### config.mk
export PLATFORM = sky130hd
export DESIGN_NAME = bus_arbiter
export DESIGN_NICKNAME = d
export VERILOG_FILES = /design/src/rtl/bus_pkg.sv /design/src/rtl/bus_arb_pick.sv /design/src/rtl/bus_arbiter.sv
export SDC_FILE = /design/constraint.sdc
export NUM_CORES = 1
export LEC_CHECK = 0
export BUFFER_PORTS_ARGS = -buffer_cell sky130_fd_sc_hd__buf_2
export CORE_AREA = 4 4 109 111
export DETAILED_ROUTE_END_ITERATION = 10
export DIE_AREA = 0 0 113 115
export GPL_ROUTABILITY_DRIVEN = 0
export GPL_TIMING_DRIVEN = 0
export PLACE_DENSITY = 0.51
export SLEW_MARGIN = 20
export SYNTH_ARGS = -nofsm -noshare
export SYNTH_HDL_FRONTEND = slang
export SYNTH_SLANG_ARGS = --single-unit
### constraint.sdc
create_clock -name clk -period 3.12 [get_ports clk]
set_clock_uncertainty 0.2 [all_clocks]
set_input_delay 0.624 -clock clk [delete_from_list [all_inputs] [get_ports clk]]
set_output_delay 0.624 -clock clk [all_outputs]
set_load 0.02 [all_outputs]
### src/rtl/bus_pkg.sv
// Shared constants for the IFU/LSU memory bus arbiter: FSM encoding,
// owner identifiers and default bus widths.
package bus_pkg;

    localparam int ADDR_W_DEF = 32;
    localparam int DATA_W_DEF = 32;

    localparam logic [1:0] ST_IDLE = 2'd0;
    localparam logic [1:0] ST_REQ  = 2'd1;
    localparam logic [1:0] ST_RSP  = 2'd2;

    localparam logic OWN_IFU = 1'b0;
    localparam logic OWN_LSU = 1'b1;

endpackage

### src/rtl/bus_arb_pick.sv
// Winner selection between IFU (req0) and LSU (req1).
// Round-robin when BUS_ARB_RR_EN is defined, otherwise fixed LSU priority.
module bus_arb_pick
    import bus_pkg::*;
(
    input  logic req0,
    input  logic req1,
    input  logic last,
    output logic winner
);

`ifdef BUS_ARB_RR_EN
    // On contention the master that did not own the last response wins.
    always_comb begin
        if (req0 && req1) begin
            winner = ~last;
        end else if (req1) begin
            winner = OWN_LSU;
        end else begin
            winner = OWN_IFU;
        end
    end
`else
    logic last_unused;
    assign last_unused = last;

    always_comb begin
        winner = req1 ? OWN_LSU : OWN_IFU;
    end
`endif

endmodule

### src/rtl/bus_arbiter.sv
// Two-master (IFU, LSU) to one-slave memory bus arbiter, one transaction
// outstanding. Optional macro: BUS_ARB_RR_EN selects round-robin priority.
module bus_arbiter
    import bus_pkg::*;
#(
    parameter int ADDR_W = ADDR_W_DEF,
    parameter int DATA_W = DATA_W_DEF
) (
    input  logic                clk,
    input  logic                rst,

    input  logic                m0_req_valid,
    output logic                m0_req_ready,
    input  logic [ADDR_W-1:0]   m0_req_addr,
    output logic                m0_rsp_valid,
    input  logic                m0_rsp_ready,
    output logic [DATA_W-1:0]   m0_rsp_rdata,
    output logic                m0_rsp_err,

    input  logic                m1_req_valid,
    output logic                m1_req_ready,
    input  logic [ADDR_W-1:0]   m1_req_addr,
    input  logic                m1_req_wen,
    input  logic [DATA_W-1:0]   m1_req_wdata,
    input  logic [DATA_W/8-1:0] m1_req_wmask,
    output logic                m1_rsp_valid,
    input  logic                m1_rsp_ready,
    output logic [DATA_W-1:0]   m1_rsp_rdata,
    output logic                m1_rsp_err,

    output logic                s_req_valid,
    input  logic                s_req_ready,
    output logic [ADDR_W-1:0]   s_req_addr,
    output logic                s_req_wen,
    output logic [DATA_W-1:0]   s_req_wdata,
    output logic [DATA_W/8-1:0] s_req_wmask,
    input  logic                s_rsp_valid,
    output logic                s_rsp_ready,
    input  logic [DATA_W-1:0]   s_rsp_rdata,
    input  logic                s_rsp_err
);

    logic [1:0] state_q, state_d;
    logic       owner_q, owner_d;
    logic       pick_last;
    logic       pick_winner;

`ifdef BUS_ARB_RR_EN
    logic last_q, last_d;
    assign pick_last = last_q;
`else
    assign pick_last = OWN_LSU;
`endif

    bus_arb_pick u_pick (
        .req0   (m0_req_valid),
        .req1   (m1_req_valid),
        .last   (pick_last),
        .winner (pick_winner)
    );

    always_comb begin
        state_d      = state_q;
        owner_d      = owner_q;
`ifdef BUS_ARB_RR_EN
        last_d       = last_q;
`endif
        m0_req_ready = 1'b0;
        m0_rsp_valid = 1'b0;
        m0_rsp_rdata = '0;
        m0_rsp_err   = 1'b0;
        m1_req_ready = 1'b0;
        m1_rsp_valid = 1'b0;
        m1_rsp_rdata = '0;
        m1_rsp_err   = 1'b0;
        s_req_valid  = 1'b0;
        s_req_addr   = '0;
        s_req_wen    = 1'b0;
        s_req_wdata  = '0;
        s_req_wmask  = '0;
        s_rsp_ready  = 1'b0;

        case (state_q)
            ST_IDLE: begin
                if (m0_req_valid || m1_req_valid) begin
                    owner_d = pick_winner;
                    state_d = ST_REQ;
                end
            end
            ST_REQ: begin
                // A dropped valid simply stalls here; the grant is not revisited.
                if (owner_q == OWN_LSU) begin
                    s_req_valid  = m1_req_valid;
                    s_req_addr   = m1_req_addr;
                    s_req_wen    = m1_req_wen;
                    s_req_wdata  = m1_req_wdata;
                    s_req_wmask  = m1_req_wmask;
                    m1_req_ready = s_req_ready;
                    if (m1_req_valid && s_req_ready) begin
                        state_d = ST_RSP;
                    end
                end else begin
                    s_req_valid  = m0_req_valid;
                    s_req_addr   = m0_req_addr;
                    m0_req_ready = s_req_ready;
                    if (m0_req_valid && s_req_ready) begin
                        state_d = ST_RSP;
                    end
                end
            end
            ST_RSP: begin
                if (owner_q == OWN_LSU) begin
                    m1_rsp_valid = s_rsp_valid;
                    m1_rsp_rdata = s_rsp_rdata;
                    m1_rsp_err   = s_rsp_err;
                    s_rsp_ready  = m1_rsp_ready;
                end else begin
                    m0_rsp_valid = s_rsp_valid;
                    m0_rsp_rdata = s_rsp_rdata;
                    m0_rsp_err   = s_rsp_err;
                    s_rsp_ready  = m0_rsp_ready;
                end
                if (s_rsp_valid && s_rsp_ready) begin
                    state_d = ST_IDLE;
`ifdef BUS_ARB_RR_EN
                    last_d  = owner_q;
`endif
                end
            end
            default: begin
                state_d = ST_IDLE;
            end
        endcase

        // Outputs are forced quiet while reset is held, whatever the old state.
        if (rst) begin
            m0_req_ready = 1'b0;
            m0_rsp_valid = 1'b0;
            m0_rsp_rdata = '0;
            m0_rsp_err   = 1'b0;
            m1_req_ready = 1'b0;
            m1_rsp_valid = 1'b0;
            m1_rsp_rdata = '0;
            m1_rsp_err   = 1'b0;
            s_req_valid  = 1'b0;
            s_req_addr   = '0;
            s_req_wen    = 1'b0;
            s_req_wdata  = '0;
            s_req_wmask  = '0;
            s_rsp_ready  = 1'b0;
        end
    end

    always_ff @(posedge clk) begin
        if (rst) begin
            state_q <= ST_IDLE;
            owner_q <= OWN_IFU;
`ifdef BUS_ARB_RR_EN
            last_q  <= OWN_LSU;
`endif
        end else begin
            state_q <= state_d;
            owner_q <= owner_d;
`ifdef BUS_ARB_RR_EN
            last_q  <= last_d;
`endif
        end
    end

endmodule

# [Word-level counts from Yosys, hierarchy flattened]
# Cells that the tools add are included.
[totals] regBits=3 out_inout_bits=141 word_cells=65
[classes] n_eq_ne=6 n_mux=50 reduce_logical=7
[ops] op="two-way mux 32 bit" count=12
[ops] op="two-way mux 1 bit" count=29
[ops] op="two-way mux 4 bit" count=3
[ops] op="two-way mux 2 bit" count=5
[ops] op="inequality test 3 bit (second input constant)" count=2
[ops] op="case mux 2 bit (3 select lines)" count=1
[ops] op="inequality test 2 bit (second input constant)" count=2
[ops] op="AND reduction 4 bit" count=1
[ops] op="logical AND 1 bit" count=3
[ops] op="equality test 2 x 1 -> 1 bit (second input constant)" count=1
[ops] op="equality test 2 bit (second input constant)" count=1
[ops] op="zero test 2 bit" count=1
[ops] op="AND reduction 2 bit" count=1
[ops] op="logical OR 1 bit" count=1

# [Logic depth before layout (Yosys ltp)]
[logic_depth] ltp_word=5 ltp_mapped=5 depth_no_buf=3

# [Cells and area by module]
# From an unflattened synthesis, not the netlist that was laid out.
[hier_totals] hier_cells=218 hier_area_um2=1491.4
[by_module_without_submodules] mod="bus_arbiter" n_inst=1 cells_per_inst=217 area_each_um2=1483.9 seq_area_each_um2=60.1
[by_module_without_submodules] mod="bus_arb_pick" n_inst=1 cells_per_inst=1 area_each_um2=7.5 seq_area_each_um2=0.0

# [Worst setup path after synthesis]
# Ideal clock, no wire load.
[synth_path] kind="input port to output port" startpoint="input port rst" endpoint="output port m0_rsp_rdata[10]" t_arrival_ns=1.542 t_required_ns=2.296 path_slack_ns=0.754 stages=4 n_path_buf=1 cell_sequence="or3b_4 -> nor2_8 -> buf_6 -> and2_1"
[synth_via] elab_chain_len=1
[synth_lines] item="start: declaration" line_no="bus_arbiter.sv:10" source="input logic rst,"
[synth_lines] item="two-way mux 32 bit" line_no="bus_arbiter.sv:136" source="if (rst) begin"
[synth_lines] item="end: declaration" line_no="bus_arbiter.sv:17" source="output logic [DATA_W-1:0] m0_rsp_rdata,"
# No other way between the ends.

# [Worst setup path after layout]
[layout_path] startpoint="input port rst" endpoint="output port m0_rsp_rdata[21]"
# The elaborated chain is that of the path after synthesis.

==> results.sh <==
export IMPL_run_status="finished clean"
export IMPL_wl_per_cell_microns=12.6
export IMPL_switching_power_uw=195
export IMPL_worst_pin_slew_ns=0.396
export IMPL_cts_root_buf="clkbuf_8"
export IMPL_whs_endpoint="state_q[0]"
export IMPL_start_util=0.136
export IMPL_coreArea_sq_mm=0.0108
export IMPL_syn_area_per_cell_sq_um=6.82
export IMPL_synth_async_reset_ratio=0
export IMPL_whs_ns=0.387
export IMPL_grt_usage=0.108
export IMPL_powerDensity_mw_per_mm2=150
export IMPL_r2r_cells=4
export IMPL_nets=645
export IMPL_p_sw_frac=0.417
export IMPL_regToRegEndpoint="state_q[1]"
export IMPL_grt_pass1_wl_microns=11700
export IMPL_clockBufferDepth=2
export IMPL_syn_to_final_growth_pct=111
export IMPL_relSlewSlack=0.736
export IMPL_critPathKind="in2out"
export IMPL_internal_power_uw=272
export IMPL_final_util=0.288
export IMPL_hold_violations=0
export IMPL_io_buffers=282
export IMPL_leakagePower_nw=2.15
export IMPL_arrival_ns=1.86
export IMPL_viasPerCell=3.96
export IMPL_grt_max_degree=11
export IMPL_cts_resized_gates=0
export IMPL_endpoint_kind="primary output"
export IMPL_finalSetupViolCount=0
export IMPL_final_layout_size_suffix_gt1_frac=0.618
export IMPL_fillerInstances=1174
export IMPL_min_path_cells=2
export IMPL_hold_path_class="reg2reg"
export IMPL_cp_max_fo=10
export IMPL_required_ns=2.30
export IMPL_fmax_mhz=372
export IMPL_numCtsBuffers=3
export IMPL_rows=38
export IMPL_drtAntennaViolNets=0
export IMPL_max_vdd_ir_drop_mv=0.0936
export IMPL_dr_total_vias=2543
export IMPL_initialDrtViolationCount=38
export IMPL_die_x_microns=113
export IMPL_synth_nets=358
export IMPL_antenna_found_initial=0
export IMPL_die_area_sq_mm=0.0130
export IMPL_min_from="state_q[0]"
export IMPL_clock_latency_ns=0.21
export IMPL_pwr_share_clk=0.239
export IMPL_power_uw=467
export IMPL_cts_tree="built"
export IMPL_ys_flop_type="dfxtp_1"
export IMPL_synthTopCellsByArea="and2_1 25%, mux2i_1 23%, and3_1 17%, nor2_1 9.2%, buf_6 4.6%"
export IMPL_finalCritPeriodShare=0.862
export IMPL_diodes=0
export IMPL_synth_seq_cells=3
export IMPL_dpl_hpwl_microns=7350
export IMPL_cts_sinks=3
export IMPL_final_max_slew_violation_count=0
export IMPL_syn_area_sq_mm=0.00147
export IMPL_yosysMostFrequentCell="and2_1"
export IMPL_r2r_setup_slack_ns=1.73
export IMPL_ys_warn_count=0
export IMPL_synthTopCellsByCount="60 x and2_1, 39 x and3_1, 36 x nor2_1, 34 x mux2i_1, 9 x clkbuf_1"
export IMPL_p_comb_frac=0.665
export IMPL_synth_top_cell_area_share=0.255
export IMPL_synth_top_cell_by_area="and2_1"
export IMPL_cts_max_level=1
export IMPL_dieHeight_microns=115
export IMPL_holdBufCountCts=0
export IMPL_rsz0062_at_grt="false"
export IMPL_tns_ns=0
export IMPL_yosysUniqueCellTypes=23
export IMPL_synth_edf_count=0
export IMPL_min_period_ns=2.69
export IMPL_first_global_vias=2371
export IMPL_wl_microns=8120
export IMPL_clk_pin_slew_ns=0.03
export IMPL_io_pins=283
export IMPL_drc_errors=0
export IMPL_syn_instance_count=216
export IMPL_p_seq_frac=0.096
export IMPL_maxCapViolations=0
export IMPL_postCtsSetupBuffers=0
export IMPL_r2r_start="owner_q"
export IMPL_gr_total_overflow=0
export IMPL_dr_pass1_iters=3
export IMPL_ys_seq_area_frac=0.0408
export IMPL_critPathLaunchType="input port"
-- worst max path at each step --
stage,start,end,slack (ns)
2_1_floorplan,rst,m0_rsp_rdata[10],0.75
3_3_place_gp,rst,m0_rsp_rdata[21],0.42
3_5_place_dp,rst,m0_rsp_rdata[21],0.41
4_1_cts,rst,m0_rsp_rdata[21],0.41
5_1_grt,rst,s_req_addr[19],0.34
6_report,rst,m0_rsp_rdata[21],0.43
-- cell usage in the layout, fill, tap and decap left out --
cell type,netlist,layout
a21o_1,1,1
a21oi_1,1,1
and2_1,60,60
and2_2,8,8
and3_1,39,39
buf_2,5,287
buf_4,1,1
buf_6,6,6
clkbuf_1,9,10
clkbuf_8,0,3
dfxtp_1,3,3
inv_1,1,1
inv_2,1,1
mux2i_1,34,34
nand2_1,2,2
nand2b_1,1,1
nor2_1,36,36
nor2_8,2,2
nor2b_1,1,1
nor3_2,1,1
o211a_1,1,1
o22ai_1,1,1
or3_1,1,1
or3b_4,1,1
-- worst max-delay path, stage by stage --
cell and delay (ns):
buf_2 0.13, or3b_4 0.46, nor2_8 0.17, buf_6 0.15
and2_1 0.15, buf_2 0.17
-- routing by layer --
metal	vias to the layer above	part of all wire	track usage
met5	-	0	0
met4	0	0.0073	0.0120
met3	6	0.10	0.0316
met1	1099	0.34	0.109
met2	155	0.54	0.224
li1	1283	-	-
-- registers in the layout (all words and copies together) (netlist names) --
signal   count
state_q      2
owner_q      1
-- cell families (layout without fill, tap and decap cells) --
| kind of cell | count (synthesis) | after routing | share of synthesized area |
|---|---|---|---|
| buf+inv | 23 | 309 | 0.0960 |
| compound gates | 4 | 4 | 0.0195 |
| simple gates | 152 | 152 | 0.613 |
| flops | 3 | 3 | 0.0408 |
| mux | 34 | 34 | 0.231 |
-- stage by stage --
| stage | instances | setup WS, ns | cell area (sq um) |
|---|---|---|---|
| global placement | 638 | 0.417 | 3060 |
| global route | 642 | 0.343 | 3100 |
| floorplan | 216 | 0.754 | 1470 |
| detailed placement | 638 | 0.415 | 3060 |
| CTS | 642 | 0.410 | 3100 |
| finish | 642 | 0.431 | 3100 |
-- final cells by class --
cell class / count / area (sq um) / area share
flip-flops and latches: 3 / 60.1 / 0.0193
clock buffers: 4 / 45.0 / 0.0145
plain buffers: 21 / 134 / 0.0431
well taps: 140 / 175 / 0.0564
multi-input cells: 190 / 1270 / 0.410
repair buffers: 282 / 1410 / 0.455
inverters: 2 / 7.51 / 0.00242
-- power groups by stage --
stage	clock network (mW)	registers, mW	logic [mW]
6_report	0.112	0.0447	0.310
5_1_grt	0.118	0.0451	0.344
4_1_cts	0.115	0.0446	0.315
3_5_place_dp	0	0.0451	0.314
3_3_place_gp	0	0.0451	0.308
2_1_floorplan	0	0.0446	0.165
No activity file was read; power rests on OpenSTA's default activity.
